$ cat config.mk
export PLATFORM = sky130hd
export DESIGN_NAME = i2c_slave_regfile
export DESIGN_NICKNAME = d
export VERILOG_FILES = /design/src/rtl/i2c_slave_regfile.sv
export SDC_FILE = /design/constraint.sdc
export NUM_CORES = 1
export LEC_CHECK = 0
export BUFFER_PORTS_ARGS = -buffer_cell sky130_fd_sc_hd__buf_2
export CORE_UTILIZATION = 40
export DETAILED_ROUTE_END_ITERATION = 8
export PLACE_DENSITY = 0.56
export SLEW_MARGIN = 30
export SYNTH_ARGS = -nofsm -noshare
export SYNTH_HDL_FRONTEND = slang
export SYNTH_SLANG_ARGS = --single-unit
$ cat constraint.sdc
create_clock -name clk -period 4.5 [get_ports clk]
set_input_delay 0.675 -clock clk [delete_from_list [all_inputs] [get_ports clk]]
set_output_delay 0.675 -clock clk [all_outputs]
set_load 0.005 [all_outputs]
$ cat src/rtl/i2c_slave_regfile.sv
// I2C target: address match, register byte, one 32-bit word read/write.
// Optional macro I2C_SLAVE_GLITCH_FILTER_EN adds a 3-sample SCL/SDA filter.
module i2c_slave_regfile #(
  parameter logic [6:0] SLAVE_ADDR  = 7'h63,
  parameter int         REG_DEPTH   = 16,
  parameter int         SYNC_STAGES = 2
) (
  input  logic        clk,
  input  logic        rst,
  input  logic        scl,
  input  logic        sda_i,
  output logic        sda_oe,
  output logic        busy,
  output logic        reg_wr_valid,
  output logic [7:0]  reg_wr_addr,
  output logic [31:0] reg_wr_data
);
  localparam int AW = (REG_DEPTH > 1) ? $clog2(REG_DEPTH) : 1;

  typedef enum logic [3:0] {
    IDLE, ADDR, ADDR_ACK, REG, REG_ACK,
    WDATA, WDATA_ACK, RDATA, RDATA_ACK, IGNORE
  } state_t;

  state_t state, state_n;

  logic [SYNC_STAGES-1:0] scl_sync, sda_sync;
  logic scl_r, sda_r, scl_s, sda_s, scl_q, sda_q;
  logic scl_rise, scl_fall, start_det, stop_det;

  logic [3:0]  bit_cnt, bit_cnt_n;
  logic [2:0]  byte_cnt, byte_cnt_n;
  logic [6:0]  sh, sh_n;
  logic [7:0]  byte_in;
  logic        rw, rw_n, mack, mack_n, oe_n, commit;
  logic [7:0]  idx, idx_n;
  logic [31:0] shadow, shadow_n, wdata, wdata_n;
  logic [31:0] regs [REG_DEPTH];

  // input synchronizers, loaded with the idle-bus level on reset
  always_ff @(posedge clk) begin
    if (rst) begin
      scl_sync <= '1;
      sda_sync <= '1;
    end else begin
      scl_sync <= {scl_sync[SYNC_STAGES-2:0], scl};
      sda_sync <= {sda_sync[SYNC_STAGES-2:0], sda_i};
    end
  end

  assign scl_r = scl_sync[SYNC_STAGES-1];
  assign sda_r = sda_sync[SYNC_STAGES-1];

`ifdef I2C_SLAVE_GLITCH_FILTER_EN
  logic [1:0] scl_h, sda_h;
  logic       scl_hold, sda_hold;

  // level moves only after three equal consecutive samples
  always_comb begin
    scl_s = scl_hold;
    sda_s = sda_hold;
    if ({scl_h, scl_r} == 3'b111) scl_s = 1'b1;
    else if ({scl_h, scl_r} == 3'b000) scl_s = 1'b0;
    if ({sda_h, sda_r} == 3'b111) sda_s = 1'b1;
    else if ({sda_h, sda_r} == 3'b000) sda_s = 1'b0;
  end

  // filter sample history and held level
  always_ff @(posedge clk) begin
    if (rst) begin
      scl_h    <= '1;
      sda_h    <= '1;
      scl_hold <= 1'b1;
      sda_hold <= 1'b1;
    end else begin
      scl_h    <= {scl_h[0], scl_r};
      sda_h    <= {sda_h[0], sda_r};
      scl_hold <= scl_s;
      sda_hold <= sda_s;
    end
  end
`else
  assign scl_s = scl_r;
  assign sda_s = sda_r;
`endif

  // previous sampled levels for edge detection
  always_ff @(posedge clk) begin
    if (rst) begin
      scl_q <= 1'b1;
      sda_q <= 1'b1;
    end else begin
      scl_q <= scl_s;
      sda_q <= sda_s;
    end
  end

  // START/STOP only while SCL is steady high, so SCL edges win
  assign scl_rise  = scl_s & ~scl_q;
  assign scl_fall  = ~scl_s & scl_q;
  assign start_det = scl_s & scl_q & sda_q & ~sda_s;
  assign stop_det  = scl_s & scl_q & ~sda_q & sda_s;
  assign byte_in   = {sh, sda_s};
  assign busy      = (state != IDLE);

  // frame sequencing; sda_oe doubles as the ack-phase marker
  always_comb begin
    state_n    = state;
    bit_cnt_n  = bit_cnt;
    byte_cnt_n = byte_cnt;
    sh_n       = sh;
    rw_n       = rw;
    mack_n     = mack;
    idx_n      = idx;
    shadow_n   = shadow;
    wdata_n    = wdata;
    oe_n       = sda_oe;
    commit     = 1'b0;
    if (start_det) begin
      state_n    = ADDR;
      bit_cnt_n  = '0;
      byte_cnt_n = '0;
      oe_n       = 1'b0;
    end else if (stop_det) begin
      state_n = IDLE;
      oe_n    = 1'b0;
    end else begin
      case (state)
        ADDR: if (scl_rise) begin
          sh_n      = byte_in[6:0];
          bit_cnt_n = bit_cnt + 4'd1;
          if (bit_cnt == 4'd7) begin
            bit_cnt_n = '0;
            rw_n      = sda_s;
            state_n   = (byte_in[7:1] == SLAVE_ADDR) ? ADDR_ACK : IGNORE;
          end
        end
        REG: if (scl_rise) begin
          sh_n      = byte_in[6:0];
          bit_cnt_n = bit_cnt + 4'd1;
          if (bit_cnt == 4'd7) begin
            bit_cnt_n = '0;
            if ({24'd0, byte_in} < 32'(REG_DEPTH)) begin
              state_n  = REG_ACK;
              idx_n    = byte_in;
              shadow_n = regs[byte_in[AW-1:0]];
            end else begin
              state_n = IGNORE;
            end
          end
        end
        WDATA: if (scl_rise) begin
          sh_n      = byte_in[6:0];
          bit_cnt_n = bit_cnt + 4'd1;
          if (bit_cnt == 4'd7) begin
            bit_cnt_n = '0;
            wdata_n   = {wdata[23:0], byte_in};
            if (byte_cnt == 3'd4) begin
              state_n = IGNORE;
            end else begin
              state_n = WDATA_ACK;
              commit  = (byte_cnt == 3'd3);
            end
          end
        end
        ADDR_ACK: if (scl_fall) begin
          oe_n = ~sda_oe;
          if (sda_oe) state_n = REG;
        end
        REG_ACK: if (scl_fall) begin
          oe_n = ~sda_oe;
          if (sda_oe) begin
            state_n = rw ? RDATA : WDATA;
            if (rw) oe_n = ~shadow[31];
          end
        end
        WDATA_ACK: if (scl_fall) begin
          oe_n = ~sda_oe;
          if (sda_oe) begin
            state_n    = WDATA;
            byte_cnt_n = byte_cnt + 3'd1;
          end
        end
        RDATA: if (scl_rise) begin
          bit_cnt_n = bit_cnt + 4'd1;
          shadow_n  = {shadow[30:0], 1'b1};
        end else if (scl_fall) begin
          if (bit_cnt == 4'd8) begin
            oe_n      = 1'b0;
            bit_cnt_n = '0;
            state_n   = RDATA_ACK;
          end else begin
            oe_n = ~shadow[31];
          end
        end
        RDATA_ACK: if (scl_rise) begin
          mack_n = ~sda_s;
        end else if (scl_fall) begin
          if (mack && byte_cnt != 3'd3) begin
            byte_cnt_n = byte_cnt + 3'd1;
            state_n    = RDATA;
            oe_n       = ~shadow[31];
          end else begin
            state_n = IGNORE;
          end
        end
        default: oe_n = 1'b0;
      endcase
    end
  end

  // state and datapath registers
  always_ff @(posedge clk) begin
    if (rst) begin
      state    <= IDLE;
      bit_cnt  <= '0;
      byte_cnt <= '0;
      sh       <= '0;
      rw       <= 1'b0;
      mack     <= 1'b0;
      idx      <= '0;
      shadow   <= '0;
      wdata    <= '0;
      sda_oe   <= 1'b0;
    end else begin
      state    <= state_n;
      bit_cnt  <= bit_cnt_n;
      byte_cnt <= byte_cnt_n;
      sh       <= sh_n;
      rw       <= rw_n;
      mack     <= mack_n;
      idx      <= idx_n;
      shadow   <= shadow_n;
      wdata    <= wdata_n;
      sda_oe   <= oe_n;
    end
  end

  // register file and write-commit strobe
  always_ff @(posedge clk) begin
    if (rst) begin
      for (int i = 0; i < REG_DEPTH; i++) regs[i] <= '0;
      reg_wr_valid <= 1'b0;
      reg_wr_addr  <= '0;
      reg_wr_data  <= '0;
    end else begin
      reg_wr_valid <= commit;
      if (commit) begin
        regs[idx[AW-1:0]] <= wdata_n;
        reg_wr_addr       <= idx;
        reg_wr_data       <= wdata_n;
      end
    end
  end
endmodule

Word level (Yosys, flattened, before mapping)

Memories as Yosys holds them, arrays and structs flattened.
Index checks and enable logic that the tools add are counted.

Register bits: 140
Memory bits (writable): 512
Input port bits: 4
Output and inout port bits: 43
Word-level logic and storage cells: 187
Memories: 1

Add/subtract/negate cells: 2
$lt $le $gt $ge: 1
Eq/ne operators: 55
Muxes and demuxes: 72
Bitwise operators: 16
Reduce and logical (&&, ||, !) cells: 22

Memory list:

| memory | words | width | rd ports | clocked after Yosys merged registers in | write ports | RTL line | text |
|---|---|---|---|---|---|---|---|
| regs   | 16    | 32    | 1        | 0                                       | 16          | 38       | `logic [31:0] regs [REG_DEPTH];` |

Operators by type and width:

| kind                                                        | number |
|---|---|
| two-way mux 32 bit                                          | 10 |
| two-way mux 4 bit                                           | 27 |
| inequality test 4 bit (second input constant)               | 17 |
| case mux 32 bit (2 select lines)                            | 1 |
| inequality test 2 bit (second input constant)               | 20 |
| AND reduction 18 bit                                        | 2 |
| case mux 4 bit (8 select lines)                             | 1 |
| OR reduction 32 bit                                         | 1 |
| two-way mux 1 bit                                           | 24 |
| == test 4 x 3 -> 1 bit (second input constant)              | 5 |
| two-way mux 3 bit                                           | 5 |
| AND reduction 7 bit                                         | 2 |
| AND reduction 5 bit                                         | 2 |
| nonzero test 10 bit                                         | 1 |
| inverter 1 bit                                              | 9 |
| == test 4 x 2 -> 1 bit (second input constant)              | 2 |
| == test 4 bit (second input constant)                       | 2 |
| less-than comparator 8 x 5 -> 1 bit (second input constant) | 1 |
| case mux 4 bit (2 select lines)                             | 1 |
| AND reduction 4 bit                                         | 2 |
| AND reduction 8 bit                                         | 1 |
| nonzero test 8 bit                                          | 1 |
| AND 1 bit                                                   | 7 |
| == test 7 bit (second input constant)                       | 1 |
| 17 further kinds                                            | 23 |

Logic depth before layout (Yosys ltp)

Depth after elaboration: 12
Gate-level depth with buffers: 9
Mapped depth without buffers: 7

Worst setup path after synthesis

No wires, ideal clock.

Path type: flip-flop to flip-flop
Start point: reg byte_cnt[0]
End point: mem regs[14][0], enable pin
Setup time: 0.394 ns
Data arrival time: 2.948 ns
Data required time: 4.106 ns
Path slack: 1.158 ns
Stages on the path, launching flop included: 9
Buffers on the path: 1
Period minus slack after synthesis: 3.342 ns
Cells stage by stage: dfxtp_1 > ha_1 > ha_1 > a21bo_2 > a2111o_1 > or4_4 > or3b_1 > buf_6 > nand2b_1

RTL lines:

| item                   | RTL line | text |
|---|---|---|
| start, declared        | 32       | `logic [2:0] byte_cnt, byte_cnt_n;` |
| start signal, assigned | 228      | `byte_cnt <= byte_cnt_n;` |
| end, declared          | 38       |  |

==> summary.md <==
| Metric | Value |
|---|---|
| Outcome | `complete, no violations` |
| Area of the multi-input gates | `~0.0087 mm^2` |
| Final Hold Fails | `0` |
| Starting Density | `about two fifths` |
| Max IR drop VDD | `0.000217 V` |
| Detail Placement HPWL | `~44000 um` |
| FP Rows | `95` |
| Die height | `around 260 um` |
| EDFF count, synth | `just over 500` |
| Post-layout min period | `about 3.6 ns` |
| Postcts setup bufs | `0` |
| N_diodes | `0` |
| CTS Hold Bufs | `0` |
| TritonCTS buffer count | `72` |
| Worst hold path type | `input port to flip-flop` |
| Netlist cell types | `60` |
| Global Route Usage Sum | `between 20% and 30%` |
| Nets | `2075` |
| Worst slew pin tran | `between 0.9 and 1 ns` |
| Post-route DRC | `0` |
| CP Data Required Time | `between 4 and 5 ns` |
| Final GP Congestion | `~0.83` |
| Initial antenna violation count | `1` |
| Post-synth top area share | `between 50% and 60%` |
| Area after DPL | `about 0.029 mm^2` |
| Most common cell after layout, fill and taps aside | `nor2_1` |
| DR iter-0 viols | `1592` |
| CTS tree | `yes` |
| Syn_nets | `about 2000` |
| End of the worst hold path | `scl_sync[0]` |
| Die area | `~0.07 mm^2` |
| Commonest non-fill, non-tap cells in the layout | `nor2_1, edfxtp_1, dfxtp_1, mux4_2, mux2i_1` |
| Max-slew headroom | `between 30% and 40%` |
| Placeable Area | `approximately 0.068 mm^2` |
| Filler cell count | `about 6000` |
| Reg-to-reg endpoint | `regs[13][17]` |
| Final setup violation count | `0` |
| Root buffer cell | `clkbuf_16` |
| Cell count of the worst reg-to-reg path | `7` |
| Vias in the first global route | `17000` |
| Synth Area per Inst | `about 14 um^2` |
| H-tree levels | `3` |
| Worst EP arrival | `approximately 4 ns` |
| Die X | `between 200 and 300 um` |
| Sequential share of the synthesized area | `66.2%` |
| Fin crit share | `80.6%` |
| Final Max Slew Viols | `0` |
| Startpoint Class | `flip-flop` |
| Worst flop-to-flop path startpoint | `scl_sync[1]` |
| Worst Skew | `0.0148 ns` |
| Clock Path Buffers | `3` |
| Share of layout cells above drive strength 1 | `approximately a fifth` |
| Power per Cell Area | `414 mW/mm^2` |
| Critical Path Sink Type | `flip-flop` |
| Cts repair resizes | `0` |
| RSZ-0062 raised after global routing | `false` |
| Hold path depth | `2` |
| Gr ovfl total | `0` |
| LEAKAGE | `9.68 nW` |
| Drt via density | `5.65` |
| Post-Place Setup Slack | `~0.86 ns` |
| WL final | `74700 um` |
| Post-synth top flop | `edfxtp_1` |
| Fmax | `276 MHz` |
| CTS clk-pin slew, worst paths | `~0.060 ns` |
| # port buffers | `46` |
| Hold wc startpoint | `scl` |
| Max_cap viols | `0` |
| Largest area contributor in the netlist | `edfxtp_1` |
| Async set-or-reset flop fraction in the synthesized netlist | `0%` |
| Final worst slack | `around 0.87 ns` |
| Clk_lat worst skew | `~0.60 ns` |
| Sequential Area | `approximately 0.018 mm^2` |
| First-pass GRT wire length | `111000 um` |
| Synth Cell Area | `about 0.027 mm^2` |
| Via count | `16900` |
| DR pass1 iterations | `5` |
| Flop2flop setup slack | `roughly 0.87 ns` |
| Post-synthesis cell count | `about 2000` |
| Yosys warns | `0` |
| Yosys reg bits | `652` |
| Fin area | `roughly 0.031 mm^2` |
| Final setup TNS | `0 ns` |
| Area Growth Syn to Fin | `13.9%` |
| WS Path Type | `flip-flop to flip-flop` |
| Top cells by area, synth | `edfxtp_1, mux4_2, dfxtp_1, nor2_1, mux2i_1` |
| Final ANT Viol Nets | `0` |
| Pin count of the biggest net entering global routing | `82` |
| WL per Instance | `between 20 and 25 um` |
| Clock sinks | `652` |
| I/O pins | `47` |
| Critical path fanouts, max | `17` |
==> report_power, final <==
group / switching [W] / internal (W)
registers: 0.0000755 / 0.00671
clock network: 0.00233 / 0.00330
logic: 0.000294 / 0.000223
total: 0.00270 / 0.0102
==> cell families (layout without fill, tap and decap cells) <==
family          count (synthesis)  after routing  synth area share (%)
mux                           236            236                  14.5
buf+inv                       191            274                  2.93
xor+xnor                        4              4                 0.196
compound gates                153            153                  3.99
simple gates                  790            790                  11.9
fa+ha+maj                       8              8                 0.364
flops                         652            652                  66.2
==> per-stage QoR <==
stage,total power (W),util (%),hold WS (ns),instances
after global placement,0.00742,43.0,0.406,2861
final,0.0129,46.3,0.257,2990
after global routing,0.0133,46.3,0.251,2990
after CTS,0.0131,46.3,0.227,2989
after detailed placement,0.00744,43.0,0.396,2861
after floorplan,0.00723,-,0.389,2034
==> cell usage after synthesis (6+ instances only) <==
cell type	instances
nor2_1	630
edfxtp_1	512
dfxtp_1	140
clkbuf_1	139
mux4_2	129
mux2i_1	107
a211oi_1	68
nand2_1	39
nor3_1	39
o22ai_1	33
buf_2	22
nand2b_1	22
a21oi_1	18
inv_1	12
buf_1	9
or2_2	9
and2_1	8
buf_6	8
ha_1	8
nor2b_1	7
nand3_1	6
==> worst max path at each step <==
stage                           start           end  slack (ns)  depth (start not counted)
after detailed placement  scl_sync[1]  regs[14][21]        0.86                          6
after global placement          scl_q  regs[14][21]        0.91                          7
after floorplan           byte_cnt[0]   regs[14][0]        1.16                          8
after CTS                 scl_sync[1]  regs[14][16]        0.82                          6
after global routing            scl_q  regs[13][17]        0.72                          8
final                     scl_sync[1]  regs[13][17]        0.87                          7
==> critical path: stages, from the launching register on <==
cell and delay [ns]:
dfxtp_1 0.37, ha_1 0.42, nand3b_1 0.24, a2111o_1 0.50, or4_4 0.47, or3b_2 0.48, nand2b_2 0.44, buf_4 0.37
==> flip-flops by register name, summed over array words and instances, names as in the netlist <==
signal / count
bit_cnt: 4
byte_cnt: 3
idx: 8
mack: 1
reg_wr_addr: 8
reg_wr_data: 32
reg_wr_valid: 1
regs: 512
rw: 1
scl_q: 1
scl_sync: 2
sda_oe: 1
sda_q: 1
sda_sync: 2
sh: 7
shadow: 32
state: 4
wdata: 32
==> layer usage <==
| layer | wire length, um | GRT usage, % |
|---|---|---|
| met5 | 0 | 0 |
| met4 | 2420 | 7.70 |
| met2 | 36100 | 35.5 |
| met1 | 31600 | 29.2 |
| met3 | 4590 | 3.47 |
==> layout make-up <==
cell class                 count  share of cell area [%]
tap                          873                    3.49
clock buffer                 100                    6.36
sequential                   652                    58.2
timing repair buffer         134                    3.44
inverter                      12                   0.144
clock inverter                28                   0.736
multi-input combinational   1191                    27.7
(Power assumes the default switching activity.)
